**src/rtl/hssim_map_aligner.sv**
```systemverilog
// rtl/hssim_map_aligner.sv - aligns old/avg/new map beat streams for HSSIM and tracks frame position
// Three per-stream FIFOs pop together only when all hold a beat and downstream is ready.

module hssim_map_fifo #(
  parameter int WIDTH = 128,
  parameter int DEPTH = 4
) (
  input  logic             clk,
  input  logic             aresetn,
  input  logic [WIDTH-1:0] in_tdata,
  input  logic             in_tvalid,
  output logic             in_tready,
  input  logic             pop,
  output logic [WIDTH-1:0] head,
  output logic             empty
);
  localparam int AW = $clog2(DEPTH);

  logic [WIDTH-1:0] mem_q [DEPTH];
  logic [WIDTH-1:0] mem_d [DEPTH];
  logic [AW-1:0]    wr_ptr_q, wr_ptr_d, rd_ptr_q, rd_ptr_d;
  logic [AW:0]      count_q, count_d;
  logic             full, push, do_pop;

  assign full      = (count_q == (AW+1)'(DEPTH));
  assign empty     = (count_q == '0);
  // No push-through when full, even if a pop happens in the same cycle.
  assign in_tready = !full;
  assign push      = in_tvalid && !full;
  assign do_pop    = pop && !empty;
  assign head      = empty ? '0 : mem_q[rd_ptr_q];

  always_comb begin
    mem_d    = mem_q;
    wr_ptr_d = wr_ptr_q;
    rd_ptr_d = rd_ptr_q;
    count_d  = count_q + (AW+1)'(push) - (AW+1)'(do_pop);
    if (push) begin
      mem_d[wr_ptr_q] = in_tdata;
      wr_ptr_d        = wr_ptr_q + AW'(1);
    end
    if (do_pop) begin
      rd_ptr_d = rd_ptr_q + AW'(1);
    end
  end

  always_ff @(posedge clk or negedge aresetn) begin
    if (!aresetn) begin
      mem_q    <= '{default: '0};
      wr_ptr_q <= '0;
      rd_ptr_q <= '0;
      count_q  <= '0;
    end else begin
      mem_q    <= mem_d;
      wr_ptr_q <= wr_ptr_d;
      rd_ptr_q <= rd_ptr_d;
      count_q  <= count_d;
    end
  end
endmodule

module hssim_map_aligner #(
  parameter int PIXELS_PER_BEAT = 16,
  parameter int INPUT_WIDTH     = 8,
  parameter int DATA_WIDTH      = INPUT_WIDTH * PIXELS_PER_BEAT,
  parameter int IMAGE_DIM       = 512,
  parameter int FIFO_DEPTH      = 4
) (
  input  logic                  clk,
  input  logic                  aresetn,
  input  logic [DATA_WIDTH-1:0] s_old_tdata,
  input  logic                  s_old_tvalid,
  output logic                  s_old_tready,
  input  logic [DATA_WIDTH-1:0] s_avg_tdata,
  input  logic                  s_avg_tvalid,
  output logic                  s_avg_tready,
  input  logic [DATA_WIDTH-1:0] s_new_tdata,
  input  logic                  s_new_tvalid,
  output logic                  s_new_tready,
  input  logic                  out_ready,
  output logic [DATA_WIDTH-1:0] old_map,
  output logic [DATA_WIDTH-1:0] avg_map,
  output logic [DATA_WIDTH-1:0] new_map,
  output logic                  stall,
  output logic                  sof,
  output logic                  eol,
  output logic                  eof,
  output logic                  frame_done
);
  localparam int BPR = IMAGE_DIM / PIXELS_PER_BEAT;
  localparam int CW  = (BPR > 1) ? $clog2(BPR) : 1;
  localparam int RW  = (IMAGE_DIM > 1) ? $clog2(IMAGE_DIM) : 1;

  logic          old_empty, avg_empty, new_empty, fire;
  logic [CW-1:0] col_q, col_d;
  logic [RW-1:0] row_q, row_d;
  logic          frame_done_q, frame_done_d;

  assign fire  = !old_empty && !avg_empty && !new_empty && out_ready;
  assign stall = !fire;

  hssim_map_fifo #(.WIDTH(DATA_WIDTH), .DEPTH(FIFO_DEPTH)) u_old_fifo (
    .clk(clk), .aresetn(aresetn), .in_tdata(s_old_tdata), .in_tvalid(s_old_tvalid),
    .in_tready(s_old_tready), .pop(fire), .head(old_map), .empty(old_empty)
  );

  hssim_map_fifo #(.WIDTH(DATA_WIDTH), .DEPTH(FIFO_DEPTH)) u_avg_fifo (
    .clk(clk), .aresetn(aresetn), .in_tdata(s_avg_tdata), .in_tvalid(s_avg_tvalid),
    .in_tready(s_avg_tready), .pop(fire), .head(avg_map), .empty(avg_empty)
  );

  hssim_map_fifo #(.WIDTH(DATA_WIDTH), .DEPTH(FIFO_DEPTH)) u_new_fifo (
    .clk(clk), .aresetn(aresetn), .in_tdata(s_new_tdata), .in_tvalid(s_new_tvalid),
    .in_tready(s_new_tready), .pop(fire), .head(new_map), .empty(new_empty)
  );

  assign sof        = (row_q == '0) && (col_q == '0);
  assign eol        = (col_q == CW'(BPR - 1));
  assign eof        = eol && (row_q == RW'(IMAGE_DIM - 1));
  assign frame_done = frame_done_q;

  // Position advances only on a transferred triple.
  always_comb begin
    col_d        = col_q;
    row_d        = row_q;
    frame_done_d = fire && eof;
    if (fire) begin
      if (eol) begin
        col_d = '0;
        row_d = eof ? '0 : row_q + RW'(1);
      end else begin
        col_d = col_q + CW'(1);
      end
    end
  end

  always_ff @(posedge clk or negedge aresetn) begin
    if (!aresetn) begin
      col_q        <= '0;
      row_q        <= '0;
      frame_done_q <= 1'b0;
    end else begin
      col_q        <= col_d;
      row_q        <= row_d;
      frame_done_q <= frame_done_d;
    end
  end
endmodule

```
**config.mk**
```make
export PLATFORM = sky130hd
export DESIGN_NAME = hssim_map_aligner
export DESIGN_NICKNAME = d
export VERILOG_FILES = /design/src/rtl/hssim_map_aligner.sv
export SDC_FILE = /design/constraint.sdc
export NUM_CORES = 2
export LEC_CHECK = 0
export CORE_MARGIN = 1
export CORE_UTILIZATION = 35
export CTS_BUF_LIST = sky130_fd_sc_hd__clkbuf_4 sky130_fd_sc_hd__clkbuf_8
export CTS_CLUSTER_DIAMETER = 60
export CTS_CLUSTER_SIZE = 24
export DETAILED_ROUTE_END_ITERATION = 12
export GPL_ROUTABILITY_DRIVEN = 0
export PLACE_DENSITY = 0.58
export SYNTH_ARGS = -nofsm -noshare
export SYNTH_HDL_FRONTEND = slang
export SYNTH_SLANG_ARGS = --single-unit
```
**constraint.sdc**
```tcl
create_clock -name clk -period 3.3 [get_ports clk]
set_input_delay 0.66 -clock clk [delete_from_list [all_inputs] [get_ports clk]]
set_output_delay 0.66 -clock clk [all_outputs]
set_load 0.02 [all_outputs]
```
# Word-level counts from Yosys, hierarchy flattened
# Index checks and enable logic that the tools add are counted.
dict set report totals {
  out_inout_bits 392
  register_bits 1572
  word_cells 109
  in_bits 390
}
dict set report op_classes {
  bitwise_logic 6
  magnitude_cmp 9
  muxes 23
  n_eq_ne 5
  addsub 14
  reduce_logical 28
}
# op count
set op_table {}
lappend op_table {{512-bit bitwise mux} 3}
lappend op_table {{128-bit two-way mux} 12}
lappend op_table {{128-bit binary-select mux with 2-bit select} 3}
lappend op_table {{128-bit demux with 2-bit select} 3}
lappend op_table {{3-bit >= comparator, second input constant} 6}
lappend op_table {{2-bit NOT with 3-bit output} 6}
lappend op_table {{1-bit logical AND} 15}
lappend op_table {{2-bit by 1-bit adder with 2-bit output, second input constant} 6}
lappend op_table {{3-bit by 1-bit adder with 3-bit output} 3}
lappend op_table {{9-bit by 1-bit adder with 9-bit output, second input constant} 1}
lappend op_table {{3-bit equality test, second input constant} 3}
lappend op_table {{9-bit equality test, second input constant} 1}
lappend op_table {{3-bit logical NOT} 3}
lappend op_table {{9-bit logical NOT} 1}
lappend op_table {{3-bit by 1-bit less-than comparator with 1-bit output, second input constant} 3}
lappend op_table {{9-bit two-way mux} 1}
lappend op_table {{3-bit by 1-bit subtractor with 3-bit output} 3}
lappend op_table {{1-bit logical NOT} 7}
lappend op_table {{5-bit by 1-bit adder with 5-bit output, second input constant} 1}
lappend op_table {{5-bit equality test, second input constant} 1}
lappend op_table {{5-bit logical NOT} 1}
lappend op_table {{5-bit two-way mux} 1}
lappend op_table {{2-bit AND reduction} 1}

# Depth between registers and ports, before layout
dict set report logic_depth {
  ltp_word 7
  depth_mapped 10
  ltp_nobuf 9
}

# Hierarchy
# A second synthesis with hierarchy kept.
dict set report unflattened {
  hier_cells 4344
  hier_area_um2 77526.9
}
# mod n_inst area_each_um2 seq_area_each_um2 cells_per_inst
set by_module_without_submodules {}
lappend by_module_without_submodules {hssim_map_fifo 3 25539.5 12987.5 1415}
lappend by_module_without_submodules {hssim_map_aligner 1 908.4 375.4 99}

# Worst setup path before layout
# OpenSTA, ideal clock, no wires.
dict set report synth_timing {
  path_kind {reg-to-reg}
  from {reg u_old_fifo.count_q[2]}
  to {reg u_new_fifo.count_q[2]}
  path_stages_with_launch 11
  required_ns 3.175
  n_path_buf 1
  synth_period_minus_slack_ns 2.467
  arrival_ns 2.342
  slack_ns 0.833
  setup_time_ns 0.125
  cell_sequence {dfrtp_1 nor3_1 clkbuf_1 nor3_1 ha_1 inv_1 ha_1 inv_1 fa_1 xnor2_1 xnor2_1}
}
dict set report synth_between {
  elab_chain_cells 7
}
# item line
set synth_rtl {}
lappend synth_rtl {{start, declared} 22} ;# logic [AW:0] count_q, count_d;
lappend synth_rtl {{start signal, assigned} 57} ;# count_q <= count_d;
lappend synth_rtl {{3-bit logical NOT} 26} ;# assign empty = (count_q == '0);
lappend synth_rtl {{1-bit logical NOT} 99} ;# assign fire = !old_empty && !avg_empty && !new_empty && out_ready;
lappend synth_rtl {{1-bit logical AND (3 in series)} 99}
lappend synth_rtl {{1-bit logical AND} 30} ;# assign do_pop = pop && !empty;
lappend synth_rtl {{named net u_new_fifo.do_pop} 23} ;# logic full, push, do_pop;
lappend synth_rtl {{3-bit by 1-bit subtractor with 3-bit output} 37} ;# count_d = count_q + (AW+1)'(push) - (AW+1)'(do_pop);
lappend synth_rtl {{named net u_new_fifo.count_d[2]} 22}
lappend synth_rtl {{end signal, assigned} 57}
lappend synth_rtl {{end, declared} 22}
# The timed path passes the listed nets, and every way through them passes these cells.
# A chain may end at the register's enable or synchronous reset.

# Worst setup path in the final report
dict set report layout_timing {
  from {reg u_new_fifo.rd_ptr_q[0]}
  to {out new_map[126]}
}
dict set report layout_between {
  elab_chain_cells 5
}
# item line
set layout_rtl {}
lappend layout_rtl {{start, declared} 21} ;# logic [AW-1:0] wr_ptr_q, wr_ptr_d, rd_ptr_q, rd_ptr_d;
lappend layout_rtl {{start signal, assigned} 56} ;# rd_ptr_q <= rd_ptr_d;
lappend layout_rtl {{2-bit NOT with 3-bit output (implied by the code)} 31} ;# assign head = empty ? '0 : mem_q[rd_ptr_q];
lappend layout_rtl {{128-bit binary-select mux with 2-bit select} 31}
lappend layout_rtl {{128-bit two-way mux (implied by the code) (2 in series)} 31}
lappend layout_rtl {{128-bit two-way mux} 31}
lappend layout_rtl {{end, declared} 83} ;# output logic [DATA_WIDTH-1:0] new_map,
# No other way between the ends. The select of a mux whose other input is x is not followed.

==> impl_metrics.json <==
{
  "clockRootBuffer": "clkbuf_8",
  "multi_input_area_um2": 30100,
  "synth.distinct_cells": 43,
  "first_pass_iters": 5,
  "antenna_found_initial": 63,
  "syn_inst": 4349,
  "cts_tree": "built",
  "fin_skew_ns": 0.0640,
  "area_growth_pct": 23.8,
  "die_x_um": 455,
  "insertion_delay_ns": 1.00,
  "initial_core_util_pct": 35.4,
  "worstSetupPathType": "reg2out",
  "min_period_over_period_pct": 105,
  "start_kind": "register",
  "synth_area_um2": 71800,
  "rsz0062_at_grt": "true",
  "startpoint": "u_new_fifo.rd_ptr_q[0]",
  "min_path_type": "in2reg",
  "grt_overflow_total": 0,
  "cts_buffers": 148,
  "yosys_warnings": 0,
  "regArea_um2": 39400,
  "synth_compound_gate_area_share_pct": 0.235,
  "synth_top_family_by_area": "multiplexers",
  "synth_seq_area_share_pct": 54.8,
  "grt_pass1_vias": 44247,
  "synth_mux_area_share_pct": 36.3,
  "grt_usage_pct": 19.1,
  "reg2reg_from": "u_new_fifo.count_q[0]",
  "clk_pin_slew_ns": 0.13,
  "syn_avg_cell_area_um2": 16.5,
  "wl_per_cell_um": 24.7,
  "final_cell_mix": "dfrtp_1, mux2_2, clkdlybuf4s50_1, mux4_2, and2_1",
  "hold_viol_final": 0,
  "min-delay-start": "s_avg_tdata[22]",
  "vias_per_cell": 5.05,
  "total_leakage_power_nw": 37.8,
  "synth_ff_type": "dfrtp_1",
  "dr_wl_met2_um": 103000,
  "finalNetCount": 5787,
  "final_common_cell": "dfrtp_1",
  "wl_met1_um": 81400,
  "synth_xor_xnor_area_share_pct": 0.183,
  "rows": 165,
  "setup_ws_ns": -0.174,
  "synthSimpleGateAreaFrac_pct": 3.97,
  "postLayoutCellArea_um2": 88900,
  "synth.largest_area_cell": "dfrtp_1",
  "wirelength_um": 202000,
  "die_area_um2": 207000,
  "finalPower_mw": 106,
  "grt_max_degree": 113,
  "r2r_cells": 11,
  "power_density_nw_per_um2": 1190,
  "cp_max_fo": 10,
  "synth_edf_count": 0,
  "worst_slew_pin_slew_ns": 1.04,
  "setup_violations": 261,
  "synth_top_area_share_pct": 54.8,
  "post_dp_cell_area_um2": 82500,
  "cap_viol_max_count": 0,
  "drc_errors": 0,
  "routed.top_layer": "met5",
  "dpl.hpwl_um": 131000,
  "slew_headroom_pct": 29.9,
  "cts_htree_levels": 4,
  "ys_ff_latch": 1572,
  "end_kind": "output pin",
  "layout-drive-gt1-share_pct": 54.2,
  "ant_nets": 0,
  "fp.coreArea_um2": 203000,
  "arrival_ns": 2.81,
  "required_ns": 2.64,
  "hold_end": "u_avg_fifo.mem_q[406]",
  "r2r_slack_ns": 0.60,
  "dr_wl_met3_um": 8790,
  "dieHeight_um": 455,
  "final_max_slew_viol_count": 0,
  "boundaryPins": 782,
  "dr_total_vias": 41410,
  "async_flop_share_pct": 100,
  "reg2reg_to": "u_old_fifo.count_q[2]",
  "yosys-top-cells-area": "dfrtp_1, mux2_2, mux4_2",
  "run_status": "finished with violations",
  "nFillCells": 18242,
  "worstHoldPathCells": 2,
  "cts_buffer_depth": 3,
  "grt_pass1_wl_um": 297000,
  "first_iter_violations": 1965,
  "clock_sinks": 1572,
  "violations": "setup timing",
  "io_buffers": 781,
  "max-vdd-ir-drop_mv": 0.611,
  "fmaxAchievable_mhz": 288,
  "place_ws_ns": 0.317,
  "finalCriticalPeriod_ns": 3.47,
  "synthAdderAreaFrac_pct": 0.502,
  "synth_fp_nets": 4766
}
## where the power goes
part,internal (mW),switching [mW],leakage [nW]
logic,31.9,26.1,17.4
clock network,6.03,7.99,1.78
registers,29.2,4.83,18.6
total,67.1,39.0,37.8
## cells in the mapped netlist, types with 3 or more instances
cell and n:
or3b_1 3, or3_1 6, mux2_1 171, nand4_1 6, dfrtp_1 1572, o31ai_1 7
nand2b_1 3, nand3_2 11, nand2_1 5, o211ai_1 5, mux4_2 384, nand3_1 5
xnor2_1 15, mux2_2 1372, nor3_1 6, buf_6 86, buf_12 44, buf_1 18
inv_1 26, ha_1 24, buf_8 11, and2_1 386, fa_1 3, nor2_1 7
buf_4 27, buf_2 47, clkbuf_1 72, or4_1 3, and3_1 4, o41ai_1 3
## sequential cells by signal, summed over array words and instances, names as in the netlist, 2 cells and up
name                 count
u_avg_fifo.wr_ptr_q      2
col_q                    5
u_old_fifo.wr_ptr_q      2
u_avg_fifo.rd_ptr_q      2
u_avg_fifo.count_q       3
u_new_fifo.rd_ptr_q      2
u_old_fifo.mem_q       512
row_q                    9
u_new_fifo.wr_ptr_q      2
u_old_fifo.count_q       3
u_old_fifo.rd_ptr_q      2
u_new_fifo.count_q       3
u_new_fifo.mem_q       512
u_avg_fifo.mem_q       512
## worst max-delay path, stage by stage (launching register included)
cell and delay (ns):
dfrtp_4 0.44, buf_12 0.20, buf_12 0.12, buf_16 0.13
buf_4 0.15, mux4_2 0.48, and2_1 0.16, buf_2 0.20
## how the worst max path moves through the flow
stage	end	slack (ns)	cells past startpoint
2_1_floorplan	u_new_fifo.count_q[2]	0.83	10
3_3_place_gp	u_new_fifo.mem_q[249]	0.34	4
3_5_place_dp	u_new_fifo.mem_q[249]	0.32	4
4_1_cts	avg_map[69]	-0.36	5
5_1_grt	new_map[126]	-0.34	7
6_report	new_map[126]	-0.17	7
## kinds of logic after synthesis
family / after synthesis
flip-flops: 1572
AND/OR/NAND/NOR: 452
AO/OA/AOI/OAI: 22
buffers and inverters: 332
adder cells (fa/ha/maj): 27
multiplexers: 1929
XOR/XNOR: 15
## stage by stage
stage | util (%) | TNS, ns | hold WS, ns | instances
6_report | 43.8 | -18.06 | 0.349 | 8201
4_1_cts | 42.9 | -108.14 | 0.201 | 8005
5_1_grt | 43.8 | -75.60 | 0.249 | 8198
3_3_place_gp | 40.7 | 0 | 0.468 | 7657
3_5_place_dp | 40.7 | 0 | 0.477 | 7657
2_1_floorplan | - | 0 | 0.364 | 4349
## per-layer routing
| layer | vias to the layer above | GRT usage [%] |
|---|---|---|
| met1 | 22190 | 23.7 |
| met4 | 26 | 9.24 |
| li1 | 18048 | - |
| met2 | 773 | 32.1 |
| met5 | - | 0 |
| met3 | 373 | 3.60 |
## final cells by class
type,instances,share of cell area (%)
inverter,27,0.114
antenna,35,0.0985
timing repair buffer,1173,13.9
sequential,1572,44.3
tap,2672,3.76
multi-input combinational,2448,33.8
clock buffer,166,2.50
clock inverter,108,1.52
## timing repair
action,in CTS,in global routing
resized for setup,931,1165
cloned,20,19
buffers inserted,53,148
endpoints found under the hold margin,71,0
pin swaps,9,36
hold buffers,1,0
setup endpoints to repair,391,387
Note: power is estimated with default switching activity, not from simulation.
